`config.mk`:
```
export PLATFORM = sky130hd
export DESIGN_NAME = bubble_host_reader
export DESIGN_NICKNAME = d
export VERILOG_FILES = /design/src/rtl/bubble_host_reader.sv
export SDC_FILE = /design/constraint.sdc
export NUM_CORES = 1
export LEC_CHECK = 0
export ABC_CLOCK_PERIOD_IN_PS = 2200
export CAP_MARGIN = 40
export CELL_PAD_IN_SITES_DETAIL_PLACEMENT = 0
export CELL_PAD_IN_SITES_GLOBAL_PLACEMENT = 1
export CORE_MARGIN = 10
export CORE_UTILIZATION = 39
export DETAILED_ROUTE_END_ITERATION = 8
export HOLD_SLACK_MARGIN = 0.03
export PLACE_DENSITY = 0.84
export SLEW_MARGIN = 20
export SYNTH_ARGS = -nofsm -noshare
export SYNTH_HDL_FRONTEND = slang
export SYNTH_SLANG_ARGS = --single-unit
export TNS_END_PERCENT = 1
```
`constraint.sdc`:
```
create_clock -name MCLK -period 2.2 [get_ports MCLK]
set_input_delay 0.44 -clock MCLK [delete_from_list [all_inputs] [get_ports MCLK]]
set_output_delay 0.44 -clock MCLK [all_outputs]
set_load 0.05 [all_outputs]
```
`src/rtl/bubble_host_reader.sv`:
```
// Host-side bubble reader: drives the bubble control strobes and a bit clock,
// then captures one page of DIN lane samples into a page buffer write port.
module bubble_host_reader #(
    parameter int CLKDIV    = 12,
    parameter int BSS_SLOTS = 4,
    parameter int GAP_SLOTS = 2,
    parameter int PAGE_BITS = 512
) (
    input  logic        MCLK,
    input  logic        MRST,
    input  logic        REQ,
    input  logic        BOOTSEL,
    input  logic        BITWIDTH4,
    input  logic        DIN0,
    input  logic        DIN1,
    input  logic        DIN2,
    input  logic        DIN3,
    output logic        BCLK,
    output logic        nBSS,
    output logic        nBSEN,
    output logic        nREPEN,
    output logic        nBOOTEN,
    output logic        nSWAPEN,
    output logic        WREN,
    output logic [12:0] WRADDR,
    output logic [3:0]  WRDATA,
    output logic        BUSY,
    output logic        DONE
);

    localparam int SLOT_W  = $clog2(CLKDIV);
    localparam int SEG_MAX = (BSS_SLOTS > GAP_SLOTS) ? BSS_SLOTS : GAP_SLOTS;
    localparam int SEG_W   = (SEG_MAX > 1) ? $clog2(SEG_MAX) : 1;

    localparam logic [SLOT_W-1:0] SLOT_LAST = SLOT_W'(CLKDIV - 1);
    localparam logic [SLOT_W-1:0] SLOT_HALF = SLOT_W'(CLKDIV / 2);
    localparam logic [SLOT_W-1:0] SLOT_PRE  = SLOT_W'(CLKDIV / 2 - 1);
    localparam logic [SEG_W-1:0]  BSS_LAST  = SEG_W'(BSS_SLOTS - 1);
    localparam logic [SEG_W-1:0]  GAP_LAST  = SEG_W'(GAP_SLOTS - 1);
    localparam logic [12:0]       BIT_LAST  = 13'(PAGE_BITS - 1);

    typedef enum logic [2:0] {
        IDLE,
        BSS,
        GAP,
        READ,
        TAIL,
        DONE_S
    } state_t;

    state_t            state;
    state_t            state_nx;
    logic [SLOT_W-1:0] slot_cnt;
    logic [SEG_W-1:0]  seg_cnt;
    logic [12:0]       bit_idx;
    logic              boot_q;
    logic              wide_q;
    logic              slot_end;
    logic              sample;

    assign slot_end = (slot_cnt == SLOT_LAST);
    // The write register loads on the edge that brings slot_cnt to mid-slot.
    assign sample   = (state == READ) && (slot_cnt == SLOT_PRE);
    assign nSWAPEN  = 1'b1;

    always_ff @(posedge MCLK) begin
        if (MRST) begin
            state <= IDLE;
        end else begin
            state <= state_nx;
        end
    end

    always_comb begin
        state_nx = state;
        nBSS     = 1'b1;
        nBSEN    = 1'b1;
        nREPEN   = 1'b1;
        nBOOTEN  = 1'b1;
        BUSY     = 1'b0;
        DONE     = 1'b0;
        BCLK     = 1'b0;
        if (state != IDLE) begin
            BCLK = (slot_cnt < SLOT_HALF);
        end
        case (state)
            IDLE: begin
                if (REQ) begin
                    state_nx = BSS;
                end
            end
            BSS: begin
                nBSS    = 1'b0;
                nBOOTEN = ~boot_q;
                BUSY    = 1'b1;
                if (slot_end && (seg_cnt == BSS_LAST)) begin
                    state_nx = GAP;
                end
            end
            GAP: begin
                nBOOTEN = ~boot_q;
                BUSY    = 1'b1;
                if (slot_end && (seg_cnt == GAP_LAST)) begin
                    state_nx = READ;
                end
            end
            READ: begin
                nBSEN   = 1'b0;
                nREPEN  = 1'b0;
                nBOOTEN = ~boot_q;
                BUSY    = 1'b1;
                if (slot_end && (bit_idx == BIT_LAST)) begin
                    state_nx = TAIL;
                end
            end
            TAIL: begin
                BUSY = 1'b1;
                if (slot_end) begin
                    state_nx = DONE_S;
                end
            end
            DONE_S: begin
                DONE     = 1'b1;
                state_nx = IDLE;
            end
            default: begin
                state_nx = IDLE;
            end
        endcase
    end

    // Slot, segment and bit counters; all held at zero while idle.
    always_ff @(posedge MCLK) begin
        if (MRST) begin
            slot_cnt <= '0;
            seg_cnt  <= '0;
            bit_idx  <= '0;
            boot_q   <= 1'b0;
            wide_q   <= 1'b0;
        end else if (state == IDLE) begin
            slot_cnt <= '0;
            seg_cnt  <= '0;
            bit_idx  <= '0;
            if (REQ) begin
                boot_q <= BOOTSEL;
                wide_q <= BITWIDTH4;
            end
        end else begin
            slot_cnt <= slot_end ? '0 : slot_cnt + 1'b1;
            if (slot_end) begin
                case (state)
                    BSS:     seg_cnt <= (seg_cnt == BSS_LAST) ? '0 : seg_cnt + 1'b1;
                    GAP:     seg_cnt <= (seg_cnt == GAP_LAST) ? '0 : seg_cnt + 1'b1;
                    READ: begin
                        if (bit_idx != BIT_LAST) begin
                            bit_idx <= bit_idx + 1'b1;
                        end
                    end
                    default: seg_cnt <= seg_cnt;
                endcase
            end
        end
    end

    always_ff @(posedge MCLK) begin
        if (MRST) begin
            WREN   <= 1'b0;
            WRADDR <= '0;
            WRDATA <= '0;
        end else begin
            WREN <= sample;
            if (sample) begin
                WRADDR <= bit_idx;
                WRDATA <= wide_q ? {DIN3, DIN2, DIN1, DIN0} : {3'b000, DIN0};
            end
        end
    end

endmodule

```
**Word-level counts from Yosys, hierarchy flattened**

Index checks and enable logic that the tools add are counted.

- Flip-flop bits (word level): 42
- Word-level logic and storage cells: 61
- Output and inout bits: 26
- Input port bits: 9

- Bitwise gates (word level): 1
- $lt $le $gt $ge: 1
- Eq/ne operators: 16
- Multiplexer cells: 16
- Add/subtract/negate cells: 3
- Reduce and logical (&&, ||, !) cells: 15

Operators by type and width:

| cell | number |
|---|---|
| $mux 3 | 5 |
| $pmux 3 s5 | 1 |
| $add 13x1->13 const B | 1 |
| $eq 13x9->1 const B | 1 |
| $ne 13x9->1 const B | 1 |
| $ne 2x2->1 const B | 4 |
| $eq 3x2->1 const B | 2 |
| $eq 3x3->1 const B | 2 |
| $mux 1 | 6 |
| $reduce_or 3->1 | 2 |
| $reduce_and 5->1 | 1 |
| $add 4x1->4 const B | 1 |
| $eq 4x3->1 const B | 1 |
| $eq 4x4->1 const B | 1 |
| $logic_and 1x1->1 | 4 |
| $lt 4x3->1 const B | 1 |
| $mux 2 | 2 |
| $mux 4 | 1 |
| $pmux 2 s2 | 1 |
| $reduce_and 2->1 | 2 |
| $reduce_or 4->1 | 1 |
| $eq 3x1->1 const B | 1 |
| $logic_not 3->1 | 1 |
| $reduce_and 3->1 | 1 |
| other kinds (8) | 8 |

**Logic depth before layout (Yosys ltp)**

Gate-level depths: netlist (run 1).

- Depth in word-level cells: 4
- Mapped depth: 8
- Gate-level depth less buffers: 6

**Least setup slack after synthesis (run 1)**

OpenSTA, ideal clock, no wires.

- Path kind: flip-flop to output port
- Start: register state[0]
- End: output port BCLK
- Setup slack: -0.046 ns
- Path buffers: 1
- Stages on the path, launching flop included: 4
- Data required time: 1.760 ns
- Arrival: 1.806 ns
- Path through: dfxtp_1 > buf_2 > nor3_1 > a211oi_1

- Cells in the longest elaborated chain, start to end: 2

RTL lines:

| element | line | text |
|---|---|---|
| start: declaration | 51 | `state_t state;` |
| start signal: assignment | 70 | `state <= state_nx;` |
| $reduce_bool 3->1 | 83 | `if (state != IDLE) begin` |
| $mux 1 | 83 |  |
| end: declaration | 18 | `output logic BCLK,` |

No other way between the ends.

**Worst setup path after layout (run 1)**

- Start: register slot_cnt[0]
- End: register bit_idx[9]

- Cells in the longest elaborated chain, start to end: 2

RTL lines:

| element | line | text |
|---|---|---|
| start: declaration | 53 | `logic [SLOT_W-1:0] slot_cnt;` |
| start signal: assignment | 149 | `slot_cnt <= slot_end ? '0 : slot_cnt + 1'b1;` |
| $eq 4x4->1 | 61 | `assign slot_end = (slot_cnt == SLOT_LAST);` |
| $reduce_and 3->1 (no line) | - |  |
| end signal: assignment | 156 | `bit_idx <= bit_idx + 1'b1;` |
| end: declaration | 55 | `logic [12:0] bit_idx;` |

No other way between the ends.
A chain may end at the register's enable or synchronous reset.

==> results.cfg, run 1 <==
[outcome]
status = completed

[power]
power_per_cell_area_nw_per_um2 = 545.7
p_clk_share_pct = 36.9
vdd_drop_max_mv = 0.4034
p_leak_nw = 0.8317
pwr-share-comb_pct = 6.4
power_frac_seq_pct = 56.7
p_int_mw = 1.027
power_switching_mw = 0.3359
switching_share_pct = 24.65

[timing]
holdWs_ns = 0.4522
fin_crit_sh_pct = 92.45
setup_viol_count_final = 0
finalClockSkew_ns = 0.01323
fmax_ghz = 0.4917
slew_violations = 0
period_minus_slack_ns = 2.034
relSlewSlack_pct = 59.64
rsz0062_at_grt = no
worst_pin_slew_ns = 0.6054
final_hold_viol_count = 0
fin_tns_setup_ns = 0

[synth]
syn_area_um2 = 1998
synthSimpleGateAreaFrac_pct = 31.00
postSynthAreaPerCell_um2 = 8.361
ys.flop_type = dfxtp_1
synth_top_family_by_area = simple AND/OR/NAND/NOR gates
yosys.area.top_type = dfxtp_1
syn-num-nets = 254
synth_xor_area_share_pct = 1.753
async_reset_ff_share_pct = 0
synth_compound_area_share_pct = 13.84
synthDistinctLibCells = 46
yosysWarnings = 0
synth_top_cells_by_area = dfxtp_1 (42%), nand2_1 (7.9%), a21oi_1 (7.3%)
synth_edf_count = 0
ys_ff_latch = 42
netlist_instances = 239
ys_top_cells_by_count = dfxtp_1 (42), nand2_1 (42), a21oi_1 (29), nor2_1 (17), nand3_1 (9)
synthMuxAreaShare_pct = 2.004
netlist.area_leader.share_pct = 42.08
ys_seq_area_share_pct = 42.08
synthAdderAreaFrac_pct = 3.757

[route]
num_vias = 1760
drtIter0Drc = 59
routed_wirelength_mm = 4.625
ant_nets = 0
drc = 0
firstDrtPassIters = 4
viasPerCell = 5.192
post_drt_wl_per_cell_um = 13.64

[worst_setup_path]
slowest_stage = or4_4
crit_buf_inv = 0
slowest_delay_ns = 0.59
cp.arrival_ns = 2.27
crit_type = reg -> reg
crit_path_end_kind = flop
path_max_fanout = 6
cp-start-kind = flop
path_delay_family = simple AND/OR/NAND/NOR gates
path_cells = ha_1 -> nand4b_4 -> or4_4 -> or4_1 -> a21oi_1
crit_required_ns = 2.44

[die]
die_w_um = 91.58
die_area_um2 = 8387
rows = 25
initial_core_util_pct = 41.21
pin_count = 35
core_area_um2 = 4848
dieHeight_um = 91.58

[place]
gp_congestion = 0.8297
placedCellCount = 331
io_buffers = 33
hpwl_mm = 3.376

[global_route]
gr-total-overflow = 0
grt_pass1_vias = 1699
track_usage_pct = 11.34
grt_pass1_wl_mm = 8.073
grt_max_degree = 27
antenna_found_initial = 0

[final_layout]
diodes = 0
fin_nets = 286
finalNonFillerCells = 339
syn_to_final_growth_pct = 24.98
drive_gt1_share_pct = 11.76
fin_util_pct = 51.51

[run]
drv_cap = 0

[clock_tree]
cts_max_path_buffers = 2
numCtsBuffers = 5
cts.sinks = 42
htreeDepth = 2
clk_pin_slew_ns = 0.09
cts_tree = built
clock_latency_ns = 0.30
root_buffer = clkbuf_8

[hold_path]
min_path_type = reg -> reg
==> worst reg2reg max path, cell delays in order (launching register included) <==
cell and delay [ns]:
dfxtp_1 0.39, ha_1 0.29, nand4b_4 0.14, or4_4 0.59, or4_1 0.42, a21oi_1 0.15
==> sequential cells by signal, indices dropped and copies added, names as in the netlist <==
register	flops
state	3
bit_idx	13
WRADDR	13
boot_q	1
WRDATA	4
slot_cnt	4
seg_cnt	2
WREN	1
wide_q	1
==> area by class of cell <==
class / count / area (µm²)
multi-input cells: 175 / 1055
flip-flops and latches: 42 / 843.3
inverters: 7 / 26.28
repair buffers: 40 / 402.9
clock inverters: 2 / 13.76
fillers: 455 / 2351
clock buffers: 6 / 72.57
well taps: 67 / 83.83
==> repair_timing <==
action	4_1_cts	5_1_grt
gates resized for setup	0	2
endpoints found under the setup margin	0	1
setup buffers	0	0
hold buffers	0	0
==> power by group through the flow <==
| stage | combinational (mW) | clock (mW) | sequential [mW] |
|---|---|---|---|
| floorplan | 0.0538 | 0 | 0.786 |
| global placement | 0.0886 | 0 | 0.790 |
| detailed placement | 0.0882 | 0 | 0.791 |
| CTS | 0.0885 | 0.514 | 0.773 |
| global route | 0.0942 | 0.542 | 0.774 |
| finish | 0.0871 | 0.503 | 0.773 |
==> kinds of logic after synthesis <==
family          count (synthesis)
xor+xnor                        4
simple gates                  112
mux                             4
flops                          42
buf+inv                        22
other cells                     1
compound gates                 48
fa+ha+maj                       6
==> per-stage QoR <==
stage | worst slack [ns] | area (µm²) | total power, mW
2_1_floorplan | 0.06627 | 2003 | 0.8399
3_3_place_gp | 0.2264 | 2409 | 0.8788
3_5_place_dp | 0.1840 | 2409 | 0.8789
4_1_cts | 0.05642 | 2495 | 1.375
5_1_grt | 0.03074 | 2497 | 1.411
6_report | 0.1661 | 2497 | 1.363
==> routing by layer <==
layer,GRT usage (%),up-vias,part of all wire (%)
met3,3.951,4,5.2
li1,-,901,-
met4,3.133,0,0.95
met1,13.72,817,47
met2,18.54,38,46
met5,0,-,0
==> worst paths after layout <==
kind                               start                      end  slack, ns  cells after the start
setup reg to reg  slot_cnt[0]$_SDFF_PP0_  bit_idx[9]$_SDFFE_PP0P_       0.17                      5
hold / removal    WRDATA[3]$_SDFFE_PP0P_   WRDATA[3]$_SDFFE_PP0P_       0.45                      2
hold reg to reg   WRDATA[3]$_SDFFE_PP0P_   WRDATA[3]$_SDFFE_PP0P_       0.45                      2
setup / recovery  slot_cnt[0]$_SDFF_PP0_  bit_idx[9]$_SDFFE_PP0P_       0.17                      5
==> cell usage in the layout, fill, tap and decap left out, types with 4 or more instances in the layout <==
master and count:
clkbuf_8 5, inv_1 7, o21ai_0 4, nand3_1 9
ha_1 6, clkdlybuf4s50_1 26, nor2_1 17, buf_4 11
or3_1 6, o31ai_1 5, or4_1 8, mux2i_1 4
nand2_1 42, dfxtp_1 40, a21oi_1 29
Note: power is estimated with default switching activity, not from simulation.
==> run 2, diff against run 1 <==
Settings changed: MAX_ROUTING_LAYER from default to met4.
==> run 2 against run 1 <==
  * Combinational power hardly changed
  * Clock skew decreased by 0.00063 ns
  * Register-to-register slack about the same
  * Sequential share of layout area is the same
  * Die area is the same
  * Via count increased by 0.63%
  * Highest routed layer unchanged
==> results.cfg, run 2 (synthesis gave the netlist of run 1 again) <==
[timing]
fmax_ghz = 0.4905
fin_crit_sh_pct = 92.66
period_minus_slack_ns = 2.039
slew_violations = 0
worst_pin_slew_ns = 0.6147
layout_setup_ws_ns = 0.1615
holdWs_ns = 0.4524
fin_tns_setup_ns = 0
rsz0062_at_grt = no
finalClockSkew_ns = 0.01260
final_hold_viol_count = 0
relSlewSlack_pct = 59.02
setup_viol_count_final = 0

[hold_path]
min_to = WRDATA[3]$_SDFFE_PP0P_
hp-start = WRDATA[3]$_SDFFE_PP0P_
min_path_type = reg -> reg
whs_path_depth = 2

[route]
dr_wl_met2_mm = 2.154
drt-met1-wl_mm = 2.246
firstDrtPassIters = 4
post_drt_wl_per_cell_um = 13.65
ant_nets = 0
viasPerCell = 5.224
drc = 0
highest_layer = met4
routed_wirelength_mm = 4.629
met3_length_um = 184
drtIter0Drc = 59
num_vias = 1771

[global_route]
antenna_found_initial = 0
gr-total-overflow = 0
track_usage_pct = 11.70
grt_pass1_wl_mm = 8.079
grt_max_degree = 27
grt_pass1_vias = 1692

[final_layout]
drive_gt1_share_pct = 11.76
biggestRegsByFlops = WRADDR x13, bit_idx x13
fin_nets = 286
fillerInstances = 455
final_cell_mix = nand2_1 (42), dfxtp_1 (40), a21oi_1 (29), clkdlybuf4s50_1 (26), nor2_1 (17)
layout_commonest_cell = nand2_1
diodes = 0
syn_to_final_growth_pct = 24.98

[clock_tree]
numCtsBuffers = 5
cts.sinks = 42
htreeDepth = 2
ctsHoldBuffers = 0
root_buffer = clkbuf_8
cts_tree = built
cts_max_path_buffers = 2
clock_latency_ns = 0.30
clk_pin_slew_ns = 0.09

[worst_setup_path]
cp-start-kind = flop
crit_type = reg -> reg
r2r-start = slot_cnt[1]$_SDFF_PP0_
slowest_stage = or4_4
ff2ff_setup_slack_ns = 0.16
worstRegToRegCells = 5
crit_required_ns = 2.44
timing.rr.end = bit_idx[9]$_SDFFE_PP0P_
path_cells = ha_1 -> nand4b_4 -> or4_4 -> or4_1 -> a21oi_1
cp.arrival_ns = 2.28
path_max_fanout = 6
crit_path_end_kind = flop
path_delay_family = simple AND/OR/NAND/NOR gates
slowest_delay_ns = 0.59
crit_buf_inv = 0

[outcome]
status = completed

[place]
gp_congestion = 0.8422
io_buffers = 33
hpwl_mm = 3.376
post-place-ws_ns = 0.1840

[power]
vdd_drop_max_mv = 0.4058
power_per_cell_area_nw_per_um2 = 546.4
p_leak_nw = 0.8317

[die]
initial_core_util_pct = 41.21
rows = 25
dieHeight_um = 91.58
pin_count = 35
die_area_um2 = 8387
die_w_um = 91.58
core_area_um2 = 4848

[run]
drv_cap = 0
-- run 2: cell counts in the layout (fill, tap and decap cells not counted) --
Identical to the previous run, type by type.
-- run 2: worst max path at each step --
stage,start,end,slack (ns),cells past startpoint
after floorplan,state[0]$_SDFFE_PP0P_,WRADDR[7]$_SDFFE_PP0P_,0.07,7
after detailed placement,slot_cnt[0]$_SDFF_PP0_,bit_idx[9]$_SDFFE_PP0P_,0.18,5
after global routing,slot_cnt[0]$_SDFF_PP0_,bit_idx[9]$_SDFFE_PP0P_,0.03,5
final,slot_cnt[1]$_SDFF_PP0_,bit_idx[9]$_SDFFE_PP0P_,0.16,5
after CTS,state[1]$_SDFFE_PP0P_,nBOOTEN,0.06,3
after global placement,slot_cnt[1]$_SDFF_PP0_,bit_idx[9]$_SDFFE_PP0P_,0.23,5
-- run 2: what timing repair did --
item,in CTS,in global routing
buffers inserted,0,0
endpoints found under the setup margin,0,1
resized for setup,0,2
-- run 2: cell type report --
| type | count | area (µm²) | share of cell area, % |
|---|---|---|---|
| clock buffer | 6 | 72.57 | 2.906 |
| timing repair buffer | 40 | 402.9 | 16.13 |
| sequential | 42 | 843.3 | 33.77 |
| inverter | 7 | 26.28 | 1.052 |
| multi-input combinational | 175 | 1055 | 42.23 |
| tap | 67 | 83.83 | 3.357 |
| clock inverter | 2 | 13.76 | 0.5511 |
-- run 2: power by group --
group	internal [mW]	leakage (nW)	switching, mW	total (mW)
combinational	0.0379	0.447	0.0494	0.0873
sequential	0.765	0.340	0.00821	0.773
clock	0.224	0.0452	0.280	0.504
-- run 2: worst register-to-register path, delay by kind of cell, from the launching register on --
kind	cells	cell delay [ns]
and+or+nand+nor	3	1.15
DFF	1	0.39
adders and majority gates	1	0.29
AOI/OAI and AO/OA	1	0.15
-- run 2: metal layers --
metal	vias up	global-route usage, %
met2	38	18.54
li1	899	-
met4	0	3.133
met3	4	3.292
met5	-	-
met1	830	14.19
-- run 2: per-stage QoR --
| stage | cell area [µm²] | std cells | utilization [%] | total power, mW |
|---|---|---|---|---|
| finish | 2497 | 339 | 51.51 | 1.365 |
| global route | 2497 | 339 | 51.51 | 1.411 |
| detailed placement | 2409 | 331 | 49.68 | 0.8789 |
| global placement | 2409 | 331 | 49.68 | 0.8788 |
| CTS | 2495 | 339 | 51.46 | 1.375 |
| floorplan | 2003 | 239 | - | 0.8399 |
==> patch 1 (settings of run 2) <==
`BSS_SLOTS`: 4 -> 2.
--- a/src/rtl/bubble_host_reader.sv
+++ b/src/rtl/bubble_host_reader.sv
@@ -2,7 +2,7 @@
 // then captures one page of DIN lane samples into a page buffer write port.
 module bubble_host_reader #(
     parameter int CLKDIV    = 12,
-    parameter int BSS_SLOTS = 4,
+    parameter int BSS_SLOTS = 2,
     parameter int GAP_SLOTS = 2,
     parameter int PAGE_BITS = 512
 ) (
Function: same outputs for any inputs over 10 cycles, from zero or initial values and one cycle with MRST high; that may be too few to reach the edited logic, so the function may still have changed.
==> patch 1 against run 2 <==
- sequential cell count down 1
- worst setup slack worse by 0.064 ns
- register-to-register slack better by 0.03 ns
- wire length up 2.5%
- cell area up 0.50%
- power up 15%
- area after synthesis down 3.2%
- sequential power down 0.6%
- critical path type is now reg -> out
- largest power group unchanged
- highest routed layer unchanged
==> patch 1: results (changes against run 2) <==
Hold Crit Class: reg -> reg
vias in the first global route: 1727 (+2.1%)
final WL: 4.74 mm (+2.5%)
Iter 0 DRT Violations: 146 (+150%)
slowest CP cell: dfxtp_1
routed wl met3: 191 um (+3.8%)
DP HPWL: 3.55 mm (+5.0%)
Pleak: 0.000794 uW (-4.5%)
IR drop worst, VDD: 0.000432 V (+6.3%)
met2 WL: 2.21 mm (+2.6%)
sequential area share after synthesis: 0.424 (+0.00353)
residual DRC count: 0 (unchanged)
Routed met1 length: 2.27 mm (+1.2%)
global placer's final weighted congestion: 0.787 (-6.6%)
met3 Track Usage GR: 0.0366 (+0.00365)
Commonest cells post-synth: 46 x nand2_1, 41 x dfxtp_1, 29 x a21oi_1, 16 x nand3_1, 13 x nor2_1
Seq pwr share: 0.491 (-0.075)
part of the power in the clock network: 0.398 (+0.028)
GR met2 Demand/Resource: 0.194 (+0.00888)
area of placed instances: 0.00239 mm2 (-0.78%)
skew final: 0.00735 ns (-0.00525 ns)
Vias/cell: 5.24 (+0.24%)
multiplexer share of the synthesized area: 0.0272 (+0.00713)
relative slew slack: 0.612 (+0.0216)
largest net degree at the start of global routing: 19 (-30%)
status: complete, no violations
All-Layer GR Usage: 0.122 (+0.00502)
Sw Share: 0.261 (+0.0134)
Syn Nets: 250 (-1.6%)
Adder-Cell Fraction of Synth Area: 0.0246 (-0.0130)
met1 global-route usage: 0.144 (+0.00205)
fill count: 491 (+7.9%)
TritonCTS Buffers: 5 (unchanged)
XOR/XNOR Fraction of Synth Area: 0.0136 (-0.00395)
CP max FO: 12 (+6)
layout cells sized above 1: 0.138 (+0.0205)
first-pass GRT wire length: 8.24 mm (+2.0%)
slowest stage delay, CP: 0.55 ns (-0.04 ns)
clk_lat worst skew: 0.30 ns (about the same)
DP Worst Slack: 0.143 ns (-0.0408 ns)
power density cells: 624 mW/mm2 (+14%)
top cells by area, synth: dfxtp_1 42%, nand2_1 8.9%, a21oi_1 7.5%
patch 1: cell types whose count changed after synthesis, sizes merged, moves of 3 or more:
cell / change
or4: -3
ha: -3
clkbuf: +5
nor2: -4
nand2: +4
nand3: +7
buf: -5
patch 1: cell type report:
class	instances	share of cell area
Inverter	5	0.00748
Sequential cell	41	0.327
Tap cell	67	0.0334
Multi-Input combinational cell	177	0.414
Timing Repair Buffer	44	0.172
Clock buffer	5	0.0274
Clock inverter	3	0.0184
patch 1: worst paths after layout:
path / startpoint / endpoint / slack (ns) / cells after the start
setup / recovery: state[0] / nBOOTEN / 0.1 / 3
hold / removal: boot_q / boot_q / 0.45 / 2
setup reg to reg: slot_cnt[1] / bit_idx[8] / 0.19 / 5
hold reg to reg: boot_q / boot_q / 0.45 / 2
patch 1: per-stage QoR:
step	instances	util
after detailed placement	334	0.503
after floorplan	238	-
after global placement	334	0.503
after global routing	342	0.528
final	342	0.528
after CTS	342	0.527
==> patch 2 (flow settings as in run 2) <==
Without the edit above. Put a register stage on the output `nBSS`, cleared by the reset. The value now appears one clock later. The other outputs are not delayed to match.
--- a/src/rtl/bubble_host_reader.sv
+++ b/src/rtl/bubble_host_reader.sv
@@ -48,6 +48,8 @@
         DONE_S
     } state_t;
 
+    logic nBSS_d;
+
     state_t            state;
     state_t            state_nx;
     logic [SLOT_W-1:0] slot_cnt;
@@ -73,7 +75,7 @@
 
     always_comb begin
         state_nx = state;
-        nBSS     = 1'b1;
+        nBSS_d   = 1'b1;
         nBSEN    = 1'b1;
         nREPEN   = 1'b1;
         nBOOTEN  = 1'b1;
@@ -90,7 +92,7 @@
                 end
             end
             BSS: begin
-                nBSS    = 1'b0;
+                nBSS_d  = 1'b0;
                 nBOOTEN = ~boot_q;
                 BUSY    = 1'b1;
                 if (slot_end && (seg_cnt == BSS_LAST)) begin
@@ -176,5 +178,13 @@
         end
     end
 
+    always_ff @(posedge MCLK) begin
+        if (MRST) begin
+            nBSS <= '0;
+        end else begin
+            nBSS <= nBSS_d;
+        end
+    end
+
 endmodule
 
Formal check against the unedited RTL: not equivalent (a bounded check fails within 4 cycles, from zero or initial values and one cycle with MRST high).
==> patch 2 against run 2 <==
- area after synthesis rose by 1.3%
- non-clock buffer count up 1
- combinational power grew 5.7%
- power is 5.6% higher
- cell area is 2.4% higher
- synthesized cell count increased by 0.42%
- largest power group unchanged
- worst hold slack improved by 0.0032 ns
- wire length grew 2.6%
- critical endpoint unchanged
- global-route usage about the same
- sequential cell count up 1
- worst setup slack lost 0.0019 ns
==> patch 2: results (changes against run 2) <==
Fin Hold WS: 0.456 ns (+0.00321 ns)
Highest Signal Layer: met4
ys flop type: dfxtp_1
largest net degree at the start of global routing: 20 (-26%)
Syn Nets: 255 (+0.39%)
DP HPWL: 3.58 mm (+6.0%)
All-Layer GR Usage: 0.117 (about the same)
clk_lat worst skew: 0.30 ns (about the same)
met3 Track Usage GR: 0.0310 (-0.00195)
Clock Tree Root: clkbuf_8
antenna violations before repair: 0 (unchanged)
htree depth: 2 (unchanged)
GR met2 Demand/Resource: 0.190 (+0.00457)
global placer's final weighted congestion: 0.811 (-3.7%)
Critical Path Source Type: flop
status: complete, no violations
layout cells sized above 1: 0.120 (+0.00279)
clock buffer depth: 2 (unchanged)
RR Startpoint: slot_cnt[1]
IR drop worst, VDD: 0.000459 V (+13%)
CP max FO: 6 (unchanged)
Final min period: 2.04 ns (+0.00192 ns)
YS warnings: 0 (unchanged)
Clock transition at path regs: 0.08 ns
WHS Endpoint: WRADDR[7]
skew final: 0.00811 ns (-0.00449 ns)
CP delay by family, top: simple AND/OR/NAND/NOR gates
PortBufs: 33 (unchanged)
fill count: 531 (+17%)
Commonest cells post-synth: 43 x dfxtp_1, 41 x nand2_1, 29 x a21oi_1, 17 x nor2_1, 10 x nand3_1
slowest stage delay, CP: 0.60 ns
Iter 0 DRT Violations: 100 (+69%)
met2 WL: 2.30 mm (+7.0%)
Pleak: 0.000858 uW (+3.1%)
first-pass GRT wire length: 8.15 mm (+0.85%)
TritonCTS Buffers: 5 (unchanged)
met1 global-route usage: 0.137 (-0.00449)
Slew @ Worst Pin: 0.627 ns (+0.0124 ns)
CP Capture Point: bit_idx[9]
crit path DAT: 2.28 ns (about the same)
first-pass detailed-route iteration total: 4 (unchanged)
largest registers: WRADDR (13), bit_idx (13)
Routed met1 length: 2.18 mm (-2.9%)
post_cts resized: 0 (unchanged)
hold path start: WRADDR[7]
sequential area share after synthesis: 0.425 (+0.00443)
vias in the first global route: 1705 (+0.77%)
area of placed instances: 0.00245 mm2 (+1.8%)
placed insts: 336 (+1.5%)
total number of vias: 1776 (+0.28%)
Final nets: 288 (+0.70%)
post-CTS setup buffer count: 0 (unchanged)
final WL: 4.75 mm (+2.6%)
slowest CP cell: or4_4
routed wl met3: 218 um (+18%)
top cells by area, synth: dfxtp_1 43%, nand2_1 7.6%, a21oi_1 7.2%
Vias/cell: 5.16 (-1.2%)
Gate Count Post-Synth: 240 (+0.42%)
diode count: 0 (unchanged)
## patch 2: final cells by class
| type | count | area (um2) | area share |
|---|---|---|---|
| tap | 70 | 87.6 | 0.0342 |
| multi-input combinational | 176 | 1070 | 0.417 |
| inverter | 6 | 22.5 | 0.00881 |
| clock inverter | 1 | 7.51 | 0.00294 |
| clock buffer | 7 | 96.3 | 0.0377 |
| sequential | 43 | 863 | 0.338 |
| timing repair buffer | 41 | 413 | 0.161 |
## patch 2: logic make-up after synthesis
kind of cell | after synthesis | share of synthesized area
multiplexers | 5 | 0.0247
flip-flops | 43 | 0.425
adder cells (fa/ha/maj) | 6 | 0.0371
AO/OA/AOI/OAI | 46 | 0.132
XOR/XNOR | 5 | 0.0216
AND/OR/NAND/NOR | 113 | 0.308
other | 1 | 0.00185
buffers and inverters | 21 | 0.0501
## patch 2: report_power, final
group	internal, uW	switching, uW
clock	285	271
sequential	784	8.18
combinational	41.7	50.6
total	1110	329
